===== config.mk =====
export PLATFORM = sky130hd
export DESIGN_NAME = keypad_scanner
export DESIGN_NICKNAME = d
export VERILOG_FILES = /design/src/rtl/keypad_scanner.sv
export SDC_FILE = /design/constraint.sdc
export NUM_CORES = 1
export LEC_CHECK = 0
export ABC_CLOCK_PERIOD_IN_PS = 4000
export CAP_MARGIN = 20
export CORE_AREA = 2 2 99 101
export CTS_CLUSTER_SIZE = 14
export DETAILED_ROUTE_END_ITERATION = 12
export DIE_AREA = 0 0 101 103
export PLACE_DENSITY = 0.42
export SETUP_SLACK_MARGIN = 0.3
export SYNTH_ARGS = -nofsm -noshare
export SYNTH_HDL_FRONTEND = slang
export SYNTH_SLANG_ARGS = --single-unit

===== constraint.sdc =====
create_clock -name clock -period 4 [get_ports clock]
set_input_delay 0.6 -clock clock [delete_from_list [all_inputs] [get_ports clock]]
set_output_delay 0.6 -clock clock [all_outputs]
set_load 0.03 [all_outputs]

===== src/rtl/keypad_scanner.sv =====
// 4x4 matrix keypad scanner: rotating active-low column drive, 2-flop row sync,
// per-frame single-key detection and frame-level debounce with a press strobe.
module keypad_scanner #(
    parameter int unsigned SCAN_DIV = 50000,
    parameter int unsigned DEBOUNCE = 4
) (
    input  logic       clock,
    input  logic       reset,
    input  logic [3:0] row_n,
    output logic [3:0] col_n,
    output logic [3:0] key_code,
    output logic       key_valid,
    output logic       key_pulse
);

    localparam int unsigned DIV_W = (SCAN_DIV > 1) ? $clog2(SCAN_DIV) : 1;
    localparam int unsigned CNT_W = $clog2(DEBOUNCE + 1);

    logic [3:0]       r_row_meta;
    logic [3:0]       r_row_sync;
    logic [DIV_W-1:0] r_div_cnt;
    logic [1:0]       r_col_idx;
    logic [1:0]       r_acc_cnt;
    logic [3:0]       r_acc_code;
    logic             r_cand_valid;
    logic [3:0]       r_cand_code;
    logic [CNT_W-1:0] r_stable_cnt;

    logic             w_tick;
    logic             w_frame_end;
    logic [3:0]       w_low;
    logic [2:0]       w_col_cnt;
    logic [3:0]       w_col_code;
    logic [2:0]       w_sum;
    logic [1:0]       w_sum_sat;
    logic [3:0]       w_sum_code;
    logic             w_res_valid;
    logic             w_same;
    logic [CNT_W-1:0] w_stable_nxt;
    logic             w_commit;
    logic [1:0]       w_col_nxt;

    // Per-column sample decode and frame/debounce next-state
    always_comb begin
        w_tick       = (r_div_cnt == DIV_W'(SCAN_DIV - 1));
        w_frame_end  = w_tick && (r_col_idx == 2'd3);
        w_col_nxt    = r_col_idx + 2'd1;
        w_low        = ~r_row_sync;
        w_col_cnt    = {2'b00, w_low[0]} + {2'b00, w_low[1]}
                     + {2'b00, w_low[2]} + {2'b00, w_low[3]};
        // Row r lives on bit (3-r); lowest row wins inside a column
        w_col_code   = {2'd3, r_col_idx};
        if (w_low[3])      w_col_code = {2'd0, r_col_idx};
        else if (w_low[2]) w_col_code = {2'd1, r_col_idx};
        else if (w_low[1]) w_col_code = {2'd2, r_col_idx};
        w_sum        = {1'b0, r_acc_cnt} + w_col_cnt;
        w_sum_sat    = (w_sum > 3'd2) ? 2'd2 : w_sum[1:0];
        w_sum_code   = (r_acc_cnt != 2'd0) ? r_acc_code : w_col_code;
        w_res_valid  = (w_sum_sat == 2'd1);
        w_same       = (w_res_valid == r_cand_valid) &&
                       (!w_res_valid || (w_sum_code == r_cand_code));
        w_stable_nxt = CNT_W'(1);
        if (w_same) begin
            w_stable_nxt = (r_stable_cnt == CNT_W'(DEBOUNCE)) ? r_stable_cnt
                                                              : r_stable_cnt + CNT_W'(1);
        end
        w_commit     = w_frame_end && (w_stable_nxt == CNT_W'(DEBOUNCE));
    end

    always_ff @(posedge clock) begin
        if (reset) begin
            r_row_meta   <= 4'b1111;
            r_row_sync   <= 4'b1111;
            r_div_cnt    <= '0;
            r_col_idx    <= 2'd0;
            r_acc_cnt    <= 2'd0;
            r_acc_code   <= 4'd0;
            r_cand_valid <= 1'b0;
            r_cand_code  <= 4'd0;
            r_stable_cnt <= '0;
            col_n        <= 4'b0111;
            key_code     <= 4'd0;
            key_valid    <= 1'b0;
            key_pulse    <= 1'b0;
        end else begin
            r_row_meta <= row_n;
            r_row_sync <= r_row_meta;
            key_pulse  <= 1'b0;
            if (w_tick) begin
                r_div_cnt <= '0;
                r_col_idx <= w_col_nxt;
                col_n     <= ~(4'b1000 >> w_col_nxt);
                if (w_frame_end) begin
                    r_acc_cnt    <= 2'd0;
                    r_acc_code   <= 4'd0;
                    r_cand_valid <= w_res_valid;
                    r_cand_code  <= w_sum_code;
                    r_stable_cnt <= w_stable_nxt;
                    if (w_commit) begin
                        key_valid <= w_res_valid;
                        if (w_res_valid) begin
                            key_code  <= w_sum_code;
                            key_pulse <= !(key_valid && (key_code == w_sum_code));
                        end
                    end
                end else begin
                    r_acc_cnt  <= w_sum_sat;
                    r_acc_code <= w_sum_code;
                end
            end else begin
                r_div_cnt <= r_div_cnt + DIV_W'(1);
            end
        end
    end

endmodule


* Yosys cells after proc, flatten, opt, wreduce, memory -nomap -nowiden
Cells that the tools add are included.
** Word-level totals
- Register bits :: 50
- Bits of input ports :: 6
- Output and inout bits :: 10
- Word-level logic and storage cells :: 58
** Cells by class
- Add/subtract/negate cells :: 7
- Order comparisons :: 1
- Equality and inequality tests :: 8
- Shifts and indexed selects :: 1
- Multiplexer cells :: 9
- Bitwise gates (word level) :: 6
- Reduce and logical (&&, ||, !) cells :: 13
** Operators with widths (number)
- adder 16 x 1 -> 16 bit, second input constant :: 1
- equality test 16 bit, second input constant :: 1
- 2-to-1 mux 4 bit :: 4
- 2-to-1 mux 3 bit :: 3
- equality test 4 bit :: 2
- inverter 4 bit :: 2
- equality test 3 bit, second input constant :: 2
- OR reduction 5 bit :: 1
- logical AND 1 bit :: 4
- 2-to-1 mux 2 bit :: 2
- inverter 1 bit :: 4
- AND reduction 4 bit :: 1
- >> shifter 4 x 2 -> 4 bit, first input constant :: 1
- adder 2 x 1 -> 3 bit :: 1
- adder 2 x 3 -> 3 bit :: 1
- adder 3 x 1 -> 3 bit :: 1
- adder 3 x 1 -> 3 bit, second input constant :: 1
- > comparator 3 x 2 -> 1 bit, second input constant :: 1
- AND reduction 3 bit :: 1
- adder 1 x 1 -> 2 bit :: 1
- adder 2 x 1 -> 2 bit, second input constant :: 1
- equality test 2 x 1 -> 1 bit, second input constant :: 1
- equality test 2 bit, second input constant :: 1
- zero test 1 bit :: 2
- other kinds (5) :: 5

* Logic depth before layout (Yosys ltp)
- Depth in word-level cells :: 16
- Mapped depth :: 12
- Depth with buffers taken out :: 11

* Least setup slack after synthesis
No wires, ideal clock.
- Path type :: register -> register
- From :: reg r_acc_cnt[0]
- To :: reg r_stable_cnt[2]
- Library setup time :: 0.115 ns
- Arrival time :: 3.357 ns
- Data required time :: 3.885 ns
- Setup slack :: 0.529 ns
- Stages on the path, launching flop included :: 12
- Path buffers :: 0
- Clock period less this slack :: 3.471 ns
- Cells stage by stage :: dfxtp_1 -> inv_1 -> fa_1 -> inv_1 -> fa_1 -> fa_1 -> nor3b_1 -> nand2_1 -> a2111oi_0 -> o2111ai_1 -> and2_1 -> a2111oi_0
** Between the ends
- Longest elaborated chain between the ends :: 8
- Elaborated cells between the ends (all ways) :: 12
- Those cells by class :: add/sub (1); order compare (1); eq/ne (3); mux (3); reduce/logical (4)
** Ends and longest elaborated chain
- start: declaration :: RTL line 23 : logic [1:0] r_acc_cnt;
- start signal: assignment :: RTL line 107 : r_acc_cnt <= w_sum_sat;
- adder 2 x 3 -> 3 bit :: RTL line 56 : w_sum = {1'b0, r_acc_cnt} + w_col_cnt;
- > comparator 3 x 2 -> 1 bit :: RTL line 57 : w_sum_sat = (w_sum > 3'd2) ? 2'd2 : w_sum[1:0];
- 2-to-1 mux 2 bit :: RTL line 57
- equality test 2 x 1 -> 1 bit :: RTL line 59 : w_res_valid = (w_sum_sat == 2'd1);
- zero test 1 bit :: RTL line 61 : (!w_res_valid || (w_sum_code == r_cand_code));
- logical OR 1 bit :: RTL line 61
- logical AND 1 bit * :: RTL line 60 : w_same = (w_res_valid == r_cand_valid) &&
- 2-to-1 mux 3 bit * :: RTL line 63 : if (w_same) begin
- end signal: assignment :: RTL line 98 : r_stable_cnt <= w_stable_nxt;
- end: declaration :: RTL line 27 : logic [CNT_W-1:0] r_stable_cnt;
Mark *: on every way between the ends. The rest lies on a longest branch, timed or not.
A chain may end at the register's enable or synchronous reset.

* Worst setup path in the final report
Ends and elaborated chain as after synthesis.

==> summary.md <==
| Metric | Value |
|---|---|
| Synth area leader | `dfxtp_1` |
| Post-Route WL | `4480 um` |
| # H-tree levels | `2` |
| Share of cells above drive strength 1 | `11.4%` |
| Setup_tns | `0 ns` |
| CTS tree | `done` |
| Final Wtd Congestion | `0.827` |
| Clk_skew | `0.0103 ns` |
| Post-DP HPWL | `3170 um` |
| Max FO, Critical Path | `9` |
| Max transition margin | `37.7%` |
| Global-route wire length before repair | `8070 um` |
| Async set or reset register ratio after synthesis | `0%` |
| Drt pass-1 iters | `4` |
| Hold Fails Final Rpt | `0` |
| CTS sink cnt | `50` |
| Syn Inst Count | `255` |
| Final cell count without fillers | `385` |
| Clock slew at reported path FFs | `roughly 0.09 ns` |
| Initial Utilization | `24.2%` |
| Core area | `9460 um2` |
| CP peak stage delay | `about 0.5 ns` |
| Fin crit share | `86.7%` |
| Worst path cell trace | `inv_1, fa_1, inv_1, fa_1, fa_1, nor3b_4, nand2_1, a2111oi_2, o2111ai_2, and2_1, a2111oi_2` |
| Yosys warning count | `0` |
| Die H | `just over 100 um` |
| Drt drc | `0` |
| Largest net degree at the start of global routing | `27` |
| Nets | `286` |
| Register area share after synthesis | `43.7%` |
| Port bufs | `15` |
| Share of the synthesized area in the top cell type | `between 40% and 50%` |
| Vias/cell | `4.41` |
| Required time worst endpoint | `4.19 ns` |
| Worst skew pair latency | `0.30 ns` |
| Post-synthesis cell type count | `46` |
| Endpoint type of the worst setup path | `flip-flop` |
| Hold Buf Count CTS | `0` |
| Top area cells in the synthesized netlist | `dfxtp_1 44%, nor2_1 6.6%, xor2_1 6.1%, ha_1 3.8%, or2_2 2.7%` |
| Vias in the first global route | `between 1,500 and 2,000` |
| Final Core Density | `between 20 and 30%` |
| Standard-cell rows | `36` |
| Wirelength per Cell | `11.6 um` |
| Maximum vdd drop | `0.132 mV` |
| Worst-margin pin slew | `0.932 ns` |
| Number of endpoints failing setup at the final stage | `0` |
| Die X-Extent | `101 um` |
| Power density over cell area | `about 360 nW/um2` |
| DRT antenna net count | `0` |
| Fmax | `288 MHz` |
| Cell repeated most along the worst path | `fa_1` |
| Num CTS Buffers | `5` |
| Final Slew Violations | `0` |
| # IOs | `16` |
| Antenna violations before repair | `0` |
| CP max stage cell | `fa_1` |
| Critical Path AT | `3.66 ns` |
| RSZ-0062 raised after global routing | `true` |
| Final min period | `roughly 3.5 ns` |
| #FFs+latches synth | `50` |
| Clock root cell | `clkbuf_8` |
| # diodes | `0` |
| Area growth, synth to finish | `19.5%` |
| Gr usage total | `approximately a tenth` |
| Max Root-Sink Buffers | `2` |
| Cell area after synthesis | `2290 um2` |
| Max-Cap Viols | `0` |
| DP Cell Count | `376` |
| Min-delay worst type | `reg2reg` |
| Die ar. | `10,400 um2` |
| Grt ovf | `0` |
| Initial drt markers | `45` |
| Syn nets | `271` |
| Mean Syn Cell Area | `8.97 um2` |
| Leak pwr | `0.00104 uW` |
| CP startpoint kind | `flip-flop` |
| Vias | `1,698` |
| # fillers | `1,009` |
| Status | `completed` |
| Post-synth EDFFs | `0` |
| Type of the worst setup path | `reg2reg` |
| Most used DFF post-synth | `dfxtp_1` |
-- metrics by stage --
step	power [uW]	hold WS [ns]	area, um2	setup WS (ns)
2_1_floorplan	545	0.389	2290	0.529
3_3_place_gp	560	0.396	2550	0.193
3_5_place_dp	560	0.399	2550	0.0506
4_1_cts	1010	0.408	2720	0.342
5_1_grt	1030	0.434	2740	0.229
6_report	985	0.406	2740	0.531
-- flip-flops by register name, summed over array words and instances, names as in the netlist, 3 cells and up --
signal,flops
r_div_cnt,16
r_row_meta,4
col_n,4
key_code,4
r_acc_code,4
r_cand_code,4
r_row_sync,4
r_stable_cnt,3
-- power breakdown --
part / leakage [uW] / switching, uW / internal, uW
Clock: 0.0000714 / 168 / 267
Sequential: 0.000406 / 3.25 / 504
Combinational: 0.000563 / 23.3 / 20.0
-- layout by cell type (no fill, tap or decap), types with 4 or more instances in the layout --
master and instances:
a211oi_1 4, a21oi_1 10, clkbuf_8 6, clkdlybuf4s50_1 15
dfxtp_1 49, ha_1 7, inv_1 14, nand2_1 11
nand3_1 7, nand4_1 4, nor2_1 40, nor2b_1 5
nor3_1 8, o21ai_0 7, o31ai_1 4, or2_2 10
xnor2_1 6, xor2_1 16
-- worst max-delay path: cells and delay by family, from the launching register on --
kind	cells	cell delay (ns)
AND/OR/NAND/NOR	3	0.59
AO/OA/AOI/OAI	3	0.90
buffers and inverters	2	0.12
flip-flops	1	0.40
adder cells (fa/ha/maj)	3	1.37
-- repair_timing --
action | CTS | global route
resized for setup | 4 | 5
setup buffers | 1 | 0
gates cloned | 0 | 0
endpoints found under the setup margin | 7 | 8
pin swaps | 1 | 0
-- kinds of logic (layout without fill, tap and decap cells) --
group / Yosys count / in the layout / synth area share, %
AOI/OAI and AO/OA: 41 / 41 / 12.1
xor gates and xnor gates: 22 / 22 / 8.42
DFF: 50 / 50 / 43.7
muxes: 2 / 2 / 0.875
buffers and inverters: 24 / 40 / 4.15
and+or+nand+nor: 106 / 106 / 24.3
adders and majority gates: 10 / 10 / 6.45
-- routing by layer --
layer | track usage [%] | up-vias | routed length [um]
met2 | 15.6 | 20 | 2070
met3 | 2.24 | 4 | 144
met1 | 13.0 | 778 | 2240
met4 | 2.18 | 0 | 27
li1 | - | 896 | -
met5 | 0 | - | 0
-- synthesized netlist by cell type (3+ instances only) --
library cell,instances
nand3_1,7
or2_2,10
fa_1,3
a21oi_1,10
clkbuf_1,6
nor3_1,8
nand2_1,11
a211o_1,3
xnor2_1,6
buf_2,3
xor2_1,16
inv_1,14
dfxtp_1,50
and2_1,3
ha_1,7
nor2_1,40
and3_1,3
nor2b_1,5
o31ai_1,4
o21ai_0,7
a22oi_1,3
nand4_1,4
a211oi_1,4
-- worst paths after layout --
kind,slack [ns],startpoint,end,cells past startpoint
setup / recovery,0.53,r_acc_cnt[0],r_stable_cnt[2],11
hold / removal,0.41,r_row_meta[3],r_row_sync[3],1
setup reg to reg,0.53,r_acc_cnt[0],r_stable_cnt[2],11
hold reg to reg,0.41,r_row_meta[3],r_row_sync[3],1
-- cell type report --
cell class / count / area (um2) / share of cell area (%)
multi-input combinational: 181 / 1220 / 44.7
sequential: 50 / 1000 / 36.6
timing repair buffer: 18 / 173 / 6.31
tap: 114 / 143 / 5.22
clock buffer: 6 / 82.6 / 3.02
clock inverter: 2 / 60.1 / 2.20
inverter: 14 / 52.6 / 1.92
Power figures use the tool's default switching activity.
